[src/rtl/inter_tx_handshake_pkg.sv]
// Shared definitions for the interboard transmit path: field widths, FSM
// state encoding, message type codes and the beat encoder.
package inter_tx_handshake_pkg;

    localparam int MSG_TYPE_W   = 3;
    localparam int NUM_W        = 5;
    localparam int MSG_W        = MSG_TYPE_W + NUM_W;
    localparam int INTER_DATA_W = 6;
    localparam int BEAT_IDX_BIT = 5;

    typedef enum logic [1:0] {
        IDLE  = 2'd0,
        SETUP = 2'd1,
        REQ   = 2'd2,
        REL   = 2'd3
    } tx_state_e;

    // Message type codes shared with the game controllers
    typedef enum logic [MSG_TYPE_W-1:0] {
        MSG_NONE    = 3'd0,
        MSG_START   = 3'd1,
        MSG_MOVE    = 3'd2,
        MSG_SCORE   = 3'd3,
        MSG_HIT     = 3'd4,
        MSG_MISS    = 3'd5,
        MSG_WIN     = 3'd6,
        MSG_RESTART = 3'd7
    } msg_type_e;

    // Beat 0 carries the type, beat 1 the number; bit 5 flags which beat it is
    function automatic logic [INTER_DATA_W-1:0] encode_beat(
        input logic [MSG_W-1:0] msg,
        input logic             beat_idx
    );
        logic [INTER_DATA_W-1:0] b;
        b = '0;
        b[BEAT_IDX_BIT] = beat_idx;
        if (beat_idx) begin
            b[NUM_W-1:0] = msg[NUM_W-1:0];
        end else begin
            b[MSG_TYPE_W-1:0] = msg[MSG_W-1 -: MSG_TYPE_W];
        end
        return b;
    endfunction

endpackage

[src/rtl/inter_msg_fifo.sv]
// Small synchronous first-word-fall-through FIFO for queued 8-bit messages.
// The head entry is always visible on pop_data while the FIFO is not empty.
module inter_msg_fifo
    import inter_tx_handshake_pkg::*;
#(
    parameter int DEPTH = 4,
    parameter int WIDTH = MSG_W
) (
    input  logic                       clk,
    input  logic                       rst,
    input  logic                       push,
    input  logic [WIDTH-1:0]           push_data,
    input  logic                       pop,
    output logic [WIDTH-1:0]           pop_data,
    output logic                       full,
    output logic                       empty,
    output logic [$clog2(DEPTH):0]     count
);

    localparam int AW = $clog2(DEPTH);
    localparam int CW = AW + 1;

    logic [WIDTH-1:0] mem [DEPTH];
    logic [AW-1:0]    wr_ptr;
    logic [AW-1:0]    rd_ptr;
    logic             do_push;
    logic             do_pop;

    assign full     = (count == CW'(DEPTH));
    assign empty    = (count == '0);
    assign do_push  = push && !full;
    assign do_pop   = pop && !empty;
    assign pop_data = mem[rd_ptr];

    // Storage array; contents need no reset because count gates every read
    always_ff @(posedge clk) begin
        if (do_push) begin
            mem[wr_ptr] <= push_data;
        end
    end

    // Pointer and occupancy tracking; a push and a pop together leave count alone
    always_ff @(posedge clk) begin
        if (rst) begin
            wr_ptr <= '0;
            rd_ptr <= '0;
            count  <= '0;
        end else begin
            if (do_push) begin
                wr_ptr <= wr_ptr + 1'b1;
            end
            if (do_pop) begin
                rd_ptr <= rd_ptr + 1'b1;
            end
            if (do_push && !do_pop) begin
                count <= count + 1'b1;
            end else if (!do_push && do_pop) begin
                count <= count - 1'b1;
            end
        end
    end

endmodule

[src/rtl/inter_tx_handshake.sv]
// Transmit side of the interboard link: queues controller messages and sends
// each as two 6-bit beats over a four-phase Request/Ack handshake, with a
// synchronised Ack_in and a timeout that abandons a message if the peer dies.
module inter_tx_handshake
    import inter_tx_handshake_pkg::*;
#(
    parameter int FIFO_DEPTH  = 4,
    parameter int TIMEOUT_CYC = 1000000,
    parameter int SYNC_STAGES = 2
) (
    input  logic                    clk,
    input  logic                    rst,
    input  logic                    ctrl_en,
    input  logic [MSG_TYPE_W-1:0]   ctrl_msg_type,
    input  logic [NUM_W-1:0]        ctrl_number,
    output logic                    inter_ready,
    input  logic                    Ack_in,
    output logic                    Request_out,
    output logic [INTER_DATA_W-1:0] inter_data_out,
    output logic                    busy,
    output logic                    timeout_err
);

    localparam int TW = (TIMEOUT_CYC > 1) ? $clog2(TIMEOUT_CYC) : 1;
    localparam logic [TW-1:0] TIMER_LAST = TW'(TIMEOUT_CYC - 1);

    tx_state_e                 state;
    logic [MSG_W-1:0]          msg_reg;
    logic                      beat;
    logic [TW-1:0]             timer;
    logic [SYNC_STAGES-1:0]    ack_sync;
    logic                      ack_s;

    logic [MSG_W-1:0]          fifo_data;
    logic                      fifo_full;
    logic                      fifo_empty;
    logic [$clog2(FIFO_DEPTH):0] fifo_count;
    logic                      fifo_pop;

    assign ack_s       = ack_sync[SYNC_STAGES-1];
    assign fifo_pop    = (state == IDLE) && !fifo_empty;
    assign inter_ready = !fifo_full;
    assign busy        = (state != IDLE) || (fifo_count != '0);

    inter_msg_fifo #(
        .DEPTH (FIFO_DEPTH),
        .WIDTH (MSG_W)
    ) u_fifo (
        .clk       (clk),
        .rst       (rst),
        .push      (ctrl_en),
        .push_data ({ctrl_msg_type, ctrl_number}),
        .pop       (fifo_pop),
        .pop_data  (fifo_data),
        .full      (fifo_full),
        .empty     (fifo_empty),
        .count     (fifo_count)
    );

    // Bring the asynchronous peer acknowledge into the clk domain
    always_ff @(posedge clk) begin
        if (rst) begin
            ack_sync <= '0;
        end else begin
            ack_sync[0] <= Ack_in;
            for (int i = 1; i < SYNC_STAGES; i++) begin
                ack_sync[i] <= ack_sync[i-1];
            end
        end
    end

    // Handshake sequencer; outputs are registered so the pins never glitch
    always_ff @(posedge clk) begin
        if (rst) begin
            state          <= IDLE;
            msg_reg        <= '0;
            beat           <= 1'b0;
            timer          <= '0;
            Request_out    <= 1'b0;
            inter_data_out <= '0;
            timeout_err    <= 1'b0;
        end else begin
            timeout_err <= 1'b0;
            case (state)
                IDLE: begin
                    if (!fifo_empty) begin
                        msg_reg <= fifo_data;
                        beat    <= 1'b0;
                        state   <= SETUP;
                    end
                end
                SETUP: begin
                    inter_data_out <= encode_beat(msg_reg, beat);
                    Request_out    <= 1'b0;
                    timer          <= '0;
                    state          <= REQ;
                end
                REQ: begin
                    // Only an ack seen while our request is visible counts,
                    // so a stale ack cannot skip the request phase
                    if (Request_out && ack_s) begin
                        Request_out <= 1'b0;
                        timer       <= '0;
                        state       <= REL;
                    end else if (timer == TIMER_LAST) begin
                        Request_out    <= 1'b0;
                        inter_data_out <= '0;
                        timeout_err    <= 1'b1;
                        state          <= IDLE;
                    end else begin
                        Request_out <= 1'b1;
                        timer       <= timer + 1'b1;
                    end
                end
                REL: begin
                    if (!ack_s) begin
                        if (!beat) begin
                            beat  <= 1'b1;
                            state <= SETUP;
                        end else begin
                            inter_data_out <= '0;
                            state          <= IDLE;
                        end
                    end else if (timer == TIMER_LAST) begin
                        inter_data_out <= '0;
                        timeout_err    <= 1'b1;
                        state          <= IDLE;
                    end else begin
                        timer <= timer + 1'b1;
                    end
                end
                default: begin
                    state <= IDLE;
                end
            endcase
        end
    end

endmodule

[config.mk]
export PLATFORM = sky130hd
export DESIGN_NAME = inter_tx_handshake
export DESIGN_NICKNAME = d
export VERILOG_FILES = /design/src/rtl/inter_tx_handshake_pkg.sv /design/src/rtl/inter_msg_fifo.sv /design/src/rtl/inter_tx_handshake.sv
export SDC_FILE = /design/constraint.sdc
export NUM_CORES = 1
export LEC_CHECK = 0
export CORE_ASPECT_RATIO = 0.7
export CORE_UTILIZATION = 25
export DETAILED_ROUTE_END_ITERATION = 6
export SYNTH_ARGS = -nofsm -noshare
export SYNTH_HDL_FRONTEND = slang
export SYNTH_HIERARCHICAL = 1
export SYNTH_SLANG_ARGS = --single-unit
[constraint.sdc]
create_clock -name clk -period 6.8 [get_ports clk]
set_input_delay 1.36 -clock clk [delete_from_list [all_inputs] [get_ports clk]]
set_output_delay 1.36 -clock clk [all_outputs]
set_load 0.03 [all_outputs]
# [Word level (Yosys, flattened, before mapping)]
# Memories as Yosys holds them, arrays and structs flattened. A register that Yosys moved wholly into a read port is not among the register bits.
# Index checks and enable logic that the tools add are counted.
[op_classes] reduce_logical=23 eq_ne=10 add_sub_neg=5 div=0 shifts=0 muxes=31 n_mul=0 n_bitwise=1 n_lt_le_gt_ge=0
[ops] cell="two-way mux 20 bit" n=3
[ops] cell="case mux 20 bit (3 select lines)" n=1
[ops] cell="two-way mux 6 bit" n=4
[ops] cell="adder 20 x 1 -> 20 bit (second input constant)" n=1
[ops] cell="equality test 20 bit (second input constant)" n=1
[ops] cell="case mux 6 bit (3 select lines)" n=1
[ops] cell="two-way mux 1 bit" n=10
[ops] cell="two-way mux 2 bit" n=5
[ops] cell="two-way mux 3 bit" n=3
[ops] cell="!= test 2 bit (second input constant)" n=4
[ops] cell="case mux 2 bit (4 select lines)" n=1
[ops] cell="nonzero test 2 bit" n=4
[ops] cell="logical AND 1 bit" n=6
[ops] cell="case mux 1 bit (2 select lines)" n=3
[ops] cell="AND reduction 3 bit" n=2
[ops] cell="nonzero test 3 bit" n=2
[ops] cell="adder 2 x 1 -> 2 bit (second input constant)" n=2
[ops] cell="equality test 2 bit (second input constant)" n=2
[ops] cell="logical NOT 1 bit" n=4
[ops] cell="AND reduction 2 bit" n=2
[ops] cell="adder 3 x 1 -> 3 bit (second input constant)" n=1
[ops] cell="equality test 3 bit (second input constant)" n=1
[ops] cell="logical NOT 3 bit" n=1
[ops] cell="!= test 3 bit (second input constant)" n=1
[ops] cell="other kinds (5)" n=5
[totals] in_bits=12 wordCells=81 output_inout_bits=10 reg_bits=40 n_memories=1 latch_bits=0 ram_bits=32 rom_bits=0
[mem_list] memory="u_fifo.mem" depth=4 width=8 read_ports=1 rd_ports_with_merged_regs=1 write_ports=1 line="inter_msg_fifo.sv:23" rtl="logic [WIDTH-1:0] mem [DEPTH];"

# [Longest topological paths before layout]
# Gate-level depths: netlist of the first run.
[logic_depth] word_depth=7 depth_mapped=13 ltp_nobuf=11

# [By module]
# The synthesis of the first run kept the hierarchy.
[by_module_without_submodules] module="inter_tx_handshake" seq_area_each_um2=820.8 cells_per_inst=232 n_inst=1 area_per_inst_um2=1950.6
[by_module_without_submodules] module="inter_msg_fifo" seq_area_each_um2=1141.1 cells_per_inst=90 n_inst=1 area_per_inst_um2=1620.3

# [Worst setup path before layout of the first run]
# No wires, ideal clock.
[synth_path] path_type="register to output" from="reg state[0]" to="out busy" setup_slack_ns=3.810 path_stages_with_launch=6 t_arrival_ns=1.630 n_path_buf=1 required_ns=5.440 cell_sequence="dfxtp_1 -> inv_1 -> ha_1 -> clkbuf_1 -> inv_2 -> or4_1"
[synth_between] elab_chain_cells=2
[synth_rtl] element="start: declaration" line="inter_tx_handshake.sv:27" rtl="tx_state_e state;"
[synth_rtl] element="start signal: assignment" line="inter_tx_handshake.sv:75" rtl="state <= IDLE;"
[synth_rtl] element="start signal: assignment" line="inter_tx_handshake.sv:89" rtl="state <= SETUP;"
[synth_rtl] element="start signal: assignment" line="inter_tx_handshake.sv:96" rtl="state <= REQ;"
[synth_rtl] element="nonzero test 2 bit" line="inter_tx_handshake.sv:43" rtl="assign busy = (state != IDLE) || (fifo_count != '0);"
[synth_rtl] element="logical OR 1 bit" line="inter_tx_handshake.sv:43"
[synth_rtl] element="end: declaration" line="inter_tx_handshake.sv:20" rtl="output logic busy,"
# No other way between the ends.

# [Final worst setup path of the first run]
# Same ends and word-level chain as after synthesis.

==> summary by stage, run 1 <==
Global route
The total overflow left after global routing is 0. The total routing resource utilization after global routing is 11.0%. The maximum number of pins on one net before global-route repair is 27. The first global-routing pass estimated 12,100 um of wire. The via count of the first global-routing pass is 2,268. The number of antenna violations at the first check in global routing came to 0.

Clocking
No sink is reached through more buffers than the 2 on the longest clock path. In this run, CTS created clock tree buffers numbering 9. For the worst-skew pair, the clock arrives at the later sink with an insertion delay of 0.34 ns.

The hold buffer count at CTS is 0. The number of sinks handled by clock tree synthesis is 82. The total number of H-tree levels is 3. TritonCTS built the clock tree. In this run, post-CTS repair resized a total of 0 instances.

The number of setup buffers added after CTS is 0. The clock root buffer is sky130_fd_sc_hd__clkbuf_16. After clock tree synthesis, the clock-pin slew on the worst setup and hold paths is 0.06 ns.

Min path
Along the worst hold path, the cell count comes to 1. The start point of the worst hold path is ack_sync[0]. The class of the most critical hold timing path is flip-flop to flip-flop. The path with the worst hold slack has its endpoint at ack_sync[1].

Floorplan
The floorplan has 36 rows. In this run the horizontal extent of the chip is 145 um. The core region is 0.0139 mm^2. The number of top-level pins is 22. The die extent in y is 102 um. Once the floorplan was initialized, standard cells occupied 25.7% of the core. The die covers 0.0148 mm^2.

Power
The power density relative to cell area is 359 mW/mm^2. Across the VDD grid, the largest voltage drop is 0.000166 V. The final total power is 0.00153 W. The analysis attributes to cell leakage a power of 1.49 nW.

Detailed routing
The via count normalized by instance count is 4.50. Dividing the detail-routed wire length by the instance count gives 13.6 um. The residual DRC count is 0. In this run the remaining antenna-violating nets after routing total 0.

The total via count in the routed design is 2,411. In this run, the number of DRC markers left after iteration 0 of detailed routing was 170. The uppermost signal routing layer after detailed routing is met4. The detailed router put a total of 3910 um of wire on met1. After detailed routing, the met2 layer carries 2980 um of wire. Wires add up to 7320 um. The number of detailed-routing iterations run before antenna repair is 4. The met3 layer wire length in the routed design is 328 um.

Placement
The sum of net half-perimeters after detailed placement is 5130 um. During placement, the flow inserted port buffers numbering 21. Routability-driven placement finished with a final weighted congestion of 0.747.

Setup path
The endpoint identified for the worst register-to-register timing path is u_fifo/count[2]. The critical path is of the flip-flop to primary output type. The data required time of the worst path is 5.44 ns. The setup slack on the worst flop-to-flop path is 3.77 ns. The type of element capturing the critical path is a primary output.

The worst setup path is launched from a flip-flop. The largest fanout on the critical path is 10. The worst reg2reg path startpoint is u_fifo/count[0]. The signal on the critical path passes through inv_1, ha_1, inv_2, or4_1, clkdlybuf4s50_1. The arrival time of the worst setup path is 2.48 ns.

On the worst path, the slowest cell contributes a delay of 0.62 ns. Counting cells, the worst reg-to-reg path comes to 10. The slowest stage of the critical path is the sky130_fd_sc_hd__clkdlybuf4s50_1 cell.

Run status
The flow ran to the end, and the final reports show no timing, DRC or antenna violations.

Layout
Cells with a size suffix above 1 make up 9.54% of the layout. The flip-flop count of the largest register, all copies and words added is 32. From synthesis to final layout, the design area changed by 19.4%.

The repair_antennas step left the layout with diodes totalling 0. The layout filler cell count is 1,409. The number of nets at the end of the flow is 364.

Synthesis
The top cell type by area accounts for 28.0% of the synthesized area. Of the synthesized area, sequential elements account for 54.9%. The average instance in the mapped netlist occupies 11.1 um^2.

In the post-synthesis netlist, the cell with the most instances is sky130_fd_sc_hd__dfxtp_1. The number of flops mapped to enable cells by yosys is 32. The netlist uses 55 different library cells.

After synthesis the cells add up to 0.00357 mm^2. In the synthesized netlist, the number of instances is 322. After synthesis the netlist holds a flip-flop and latch count of 82. For this run, the leading register cell type out of synthesis is sky130_fd_sc_hd__dfxtp_1. The largest total area in the synthesized netlist belongs to sky130_fd_sc_hd__dfxtp_1.

Ranked by instance count, the synthesized netlist is headed by sky130_fd_sc_hd__dfxtp_1, sky130_fd_sc_hd__edfxtp_1, sky130_fd_sc_hd__nand2_1, sky130_fd_sc_hd__nor2_1, sky130_fd_sc_hd__a21oi_1. In the post-synthesis netlist, the biggest area contributors are sky130_fd_sc_hd__dfxtp_1, sky130_fd_sc_hd__edfxtp_1, sky130_fd_sc_hd__mux4_2. The share of synthesized registers carrying an async set or reset is 0%. The count of warnings emitted by yosys is 6. The total nets after synthesis is 345.

Timing
The headroom to the max-slew limit is 30.2%. The worst hold-check slack is 0.444 ns. The final-report max-slew violation count is 0.

The final hold violation count was 0. Derived from the worst setup path, the maximum achievable clock frequency is 260 MHz. The count of endpoints failing setup in the final report is 0.

In the finished design, the share of the clock period the worst path needs comes to 56.5%. The setup clock skew after layout is 0.00672 ns. The final critical-path required period is 3.84 ns.

The sum of negative setup slack is 0 ns. Setup repair after global routing left no endpoint under its margin. At the pin with the least slew margin, the transition time is 1.04 ns.

Run
Across the run, the number of max-cap violations was 0.
==> cell families after synthesis <==
group,after synthesis,share of synthesized area [%]
XOR/XNOR,16,3.92
multiplexers,13,6.55
buffers and inverters,25,2.91
flip-flops,82,54.9
AO/OA/AOI/OAI,61,10.8
adder cells (fa/ha/maj),11,4.06
AND/OR/NAND/NOR,114,16.8
==> per-stage QoR <==
step                      cells  util, %  cell area (um^2)  setup slack [ns]
after floorplan             322        -              3570              3.81
after global placement      520     28.5              3960              3.30
after detailed placement    520     28.5              3960              3.21
after CTS                   536     30.6              4270              2.96
after global routing        536     30.6              4270              2.84
final                       536     30.6              4270              2.96
==> layer usage <==
metal,vias up,GRT usage (%)
met5,-,0
met4,0,4.62
met3,5,3.42
met2,39,15.3
met1,1160,15.7
li1,1207,-
==> layout by cell type (no fill, tap or decap), types with 2 or more instances in the layout <==
cell type and count:
sky130_fd_sc_hd__a21o_1 2, sky130_fd_sc_hd__a21oi_1 21, sky130_fd_sc_hd__a31oi_1 3, sky130_fd_sc_hd__and2_1 5, sky130_fd_sc_hd__and3_1 6, sky130_fd_sc_hd__and4_1 2
sky130_fd_sc_hd__clkbuf_1 2, sky130_fd_sc_hd__clkbuf_16 9, sky130_fd_sc_hd__clkbuf_8 2, sky130_fd_sc_hd__clkdlybuf4s50_1 21, sky130_fd_sc_hd__dfxtp_1 50, sky130_fd_sc_hd__edfxtp_1 32
sky130_fd_sc_hd__ha_1 10, sky130_fd_sc_hd__inv_1 8, sky130_fd_sc_hd__inv_2 3, sky130_fd_sc_hd__mux2_1 3, sky130_fd_sc_hd__mux2i_1 2, sky130_fd_sc_hd__mux4_2 8
sky130_fd_sc_hd__nand2_1 32, sky130_fd_sc_hd__nand2b_1 5, sky130_fd_sc_hd__nand3_1 10, sky130_fd_sc_hd__nand4_1 9, sky130_fd_sc_hd__nor2_1 24, sky130_fd_sc_hd__nor2b_1 3
sky130_fd_sc_hd__nor3_1 5, sky130_fd_sc_hd__o211ai_1 2, sky130_fd_sc_hd__o21ai_0 4, sky130_fd_sc_hd__o21ai_1 15, sky130_fd_sc_hd__o21bai_1 2, sky130_fd_sc_hd__o31ai_1 2
sky130_fd_sc_hd__or3_1 2, sky130_fd_sc_hd__xor2_1 15
==> worst max path at each step <==
stage / startpoint / end / slack (ns) / cells past startpoint
2_1_floorplan: state[0] / busy / 3.81 / 5
3_3_place_gp: rst / timer[18] / 3.30 / 6
3_5_place_dp: rst / timer[18] / 3.21 / 6
4_1_cts: state[0] / busy / 2.96 / 5
5_1_grt: state[0] / busy / 2.84 / 5
6_report: state[0] / busy / 2.96 / 5
==> power by group <==
part	leakage, nW	internal, W	switching, W
Combinational	0.641	0.000169	0.000231
Sequential	0.700	0.000579	0.0000636
Clock	0.150	0.000306	0.000182
==> worst max-delay path, delay by kind of cell, from the launching register on <==
family | cells | cell delay [ns]
buffers and inverters | 3 | 0.84
DFF | 1 | 0.34
adders and majority gates | 1 | 0.42
and+or+nand+nor | 1 | 0.54
==> layout make-up <==
class,instances,area (um^2),share of cell area [%]
tap,190,238,5.57
inverter,11,41.3,0.968
clock inverter,2,36.3,0.851
timing repair buffer,22,218,5.10
sequential,82,1960,46.0
multi-input combinational,215,1510,35.3
clock buffer,14,265,6.22
Note: power is estimated with default switching activity, not from simulation.
==> run 2, diff against run 1 <==
==> constraint.sdc (replaced) <==
create_clock -name clk -period 3.4 [get_ports clk]
set_input_delay 0.68 -clock clk [delete_from_list [all_inputs] [get_ports clk]]
set_output_delay 0.68 -clock clk [all_outputs]
set_load 0.03 [all_outputs]
==> run 2 against run 1 <==
Effect of this change: sequential power rose by 99%; highest routed layer unchanged; clock skew is essentially flat; global-route usage shrank 0.40 points; largest cell class unchanged; clock power up 79%; via count increased by 0.58%; non-clock buffer count is 1 higher; die area stayed put; sequential cell count unchanged.
==> summary by stage, run 2 (synthesis results as in run 1) <==
Clocking
Counting every sink on the clock net gives 82. The clock passes through at most 2 buffers. Post-CTS repair changed the size of 0 cells. The root buffer cell chosen for the clock tree is sky130_fd_sc_hd__clkbuf_16. The number of buffers inserted to repair setup after CTS is 0. Counting the buffers created by CTS gives 9.

Buffers inserted to repair hold after CTS numbered 0. The total number of H-tree levels is 3. The clock edge transition at the registers on the reported setup and hold paths is 0.06 ns. Clock latency on the worst-skew pair, taken at its later pin, is 0.33 ns. The TritonCTS clock tree is built.

Run
The tool flagged a number of max-cap violations equal to 0.

Timing
Setup repair after global routing left no endpoint under its margin. The headroom to the max-slew limit is 37.2%. The worst path setup slack after routing is 0.192 ns.

Between clock sinks in the finished design, the worst skew comes to 0.00705 ns. Setup violations remaining at the end of the flow were counted as 0. The final hold violation count was 0.

The final-report max-slew violation count is 0. For the pin with the worst max-slew slack, the measured transition is 0.933 ns. The smallest clock period supported by the final layout is computed as 3.21 ns.

The timing-limited maximum frequency is 312 MHz. Summed over all failing endpoints, the final setup total negative slack is 0 ns. The share of the cycle needed by the critical path after routing is 94.4%.

Floorplan
During I/O placement, the number of pins put on the boundary was 22. The die is 145 um wide. The die extent in y is 102 um. Row generation in the floorplan step produced 36 rows.

The die covers 0.0148 mm^2. The effective utilization at floorplan is 25.7%. In this run the standard cell core region covers 0.0139 mm^2.

Layout
The layout cell share with drive strength beyond 1 is 10.4%. Leaving out fill and tap cells, the most frequent cell in the layout is sky130_fd_sc_hd__dfxtp_1. The number of diodes added for antenna fixing is 0. At the end of the flow, the number of nets in the layout was 365.

The register with the most flip-flops in the layout has 32 of them. The area growth from synthesis to layout is 18.8%. Measured on the finished design, the core utilization comes to 30.5%. The total non-filler cell area in the finished layout is 0.00424 mm^2. Leaving out fill and tap cells, the most frequent cells in the layout are sky130_fd_sc_hd__dfxtp_1, sky130_fd_sc_hd__nand2_1, sky130_fd_sc_hd__edfxtp_1, sky130_fd_sc_hd__nor2_1.

Detailed routing
After detailed routing, the number of remaining DRC violations is 0. The total via count in the routed design is 2,425. Dividing the detail-routed wire length by the instance count gives 13.5 um.

For this block, the initial DRC count from the detailed router was 173. The final antenna-violating net count is 0. For this run, the detailed router's first-pass iteration total came to 4. After detailed routing, the number of vias per cell comes to 4.52. For this block, the routed nets add up to 7230 um of wire.

Power
The proportion of power drawn by combinational gates is 27.4%. Net switching is 33.1% of the power. The maximum VDD drop is 0.000325 V. The switching power total is 0.000983 W. The part of the power in registers is 43.1%. The power density relative to cell area is 700 mW/mm^2. The clock network accounts for 29.5% of the total power. The leakage power of the design is 1.48 nW. The cell-internal power is 0.00199 W.

Setup path
The type of element capturing the critical path is a primary output. The largest fanout on the critical path is 10. For the worst setup path, the data arrival time is 2.53 ns. The type of element launching the critical path is a flip-flop. The setup slack on the worst flop-to-flop path is 0.50 ns. The data required time of the worst path is 2.72 ns. The worst setup path category is flip-flop to primary output.

Global route
The total routing resource utilization after global routing is 10.6%. The number of antenna violations at the first check in global routing is 0. The maximum number of pins on one net before global-route repair is 22. The first-pass GRT wire length is 11,800 um. The via count of the first global-routing pass came to 2,250. The total overflow left after global routing is 0.

Min path
In this run the worst hold path is classified as flip-flop to flip-flop.

Placement
Once placement finished, the instance area stood at 0.00397 mm^2. The count of input and output buffers is 21. Once detailed placement completed, the half-perimeter wirelength came to 5180 um. The global placement routability congestion is 0.768. At the placement stage, the worst setup path has a slack of 0.545 ns.

Run status
The run finished with clean final reports.
run 2: cell count changes in the layout (fill, tap and decap cells not counted), sizes merged:
cell | previous run | this run
clkbuf | 14 | 9
clkinv | 0 | 5
clkinvlp | 0 | 1
bufinv | 1 | 0
buf | 1 | 2
run 2: final timing paths:
kind,start,end,cells after the start
setup / recovery,state[0],busy,5
hold / removal,ack_sync[0],ack_sync[1],1
setup reg to reg,u_fifo/count[0],u_fifo/count[2],10
hold reg to reg,ack_sync[0],ack_sync[1],1
run 2: per-layer routing:
metal  vias up  wire length [um]  GRT usage [%]
li1       1207                 -              -
met1      1162              3740           14.8
met2        52              3080           15.7
met3         4               350           3.47
met4         0                59           2.75
met5         -                 0              0
run 2: power groups by stage:
stage	sequential [W]	clock (W)	combinational (W)
detailed placement	0.00130	0	0.000807
floorplan	0.00126	0	0.000618
global placement	0.00129	0	0.000791
CTS	0.00128	0.000901	0.000812
finish	0.00128	0.000877	0.000814
global route	0.00130	0.000944	0.000902
run 2: area by class of cell:
| cell class | count | area (um^2) |
|---|---|---|
| Multi-Input combinational cell | 215 | 1510 |
| Fill cell | 1389 | 9680 |
| Timing Repair Buffer | 23 | 225 |
| Tap cell | 190 | 238 |
| Sequential cell | 82 | 1960 |
| Inverter | 11 | 41.3 |
| Clock inverter | 7 | 45.0 |
| Clock buffer | 9 | 225 |
run 2: worst max-delay path, cell delays in order (launching register included):
cell and delay [ns]:
sky130_fd_sc_hd__dfxtp_1 0.34, sky130_fd_sc_hd__inv_1 0.11, sky130_fd_sc_hd__ha_1 0.43, sky130_fd_sc_hd__inv_2 0.09, sky130_fd_sc_hd__or4_1 0.60, sky130_fd_sc_hd__clkdlybuf4s50_1 0.63
run 2: stage by stage:
step,hold WS [ns],instances,total power [W]
floorplan,0.414,322,0.00188
global placement,0.422,521,0.00209
detailed placement,0.445,521,0.00211
CTS,0.456,537,0.00300
global route,0.464,537,0.00315
finish,0.450,537,0.00297
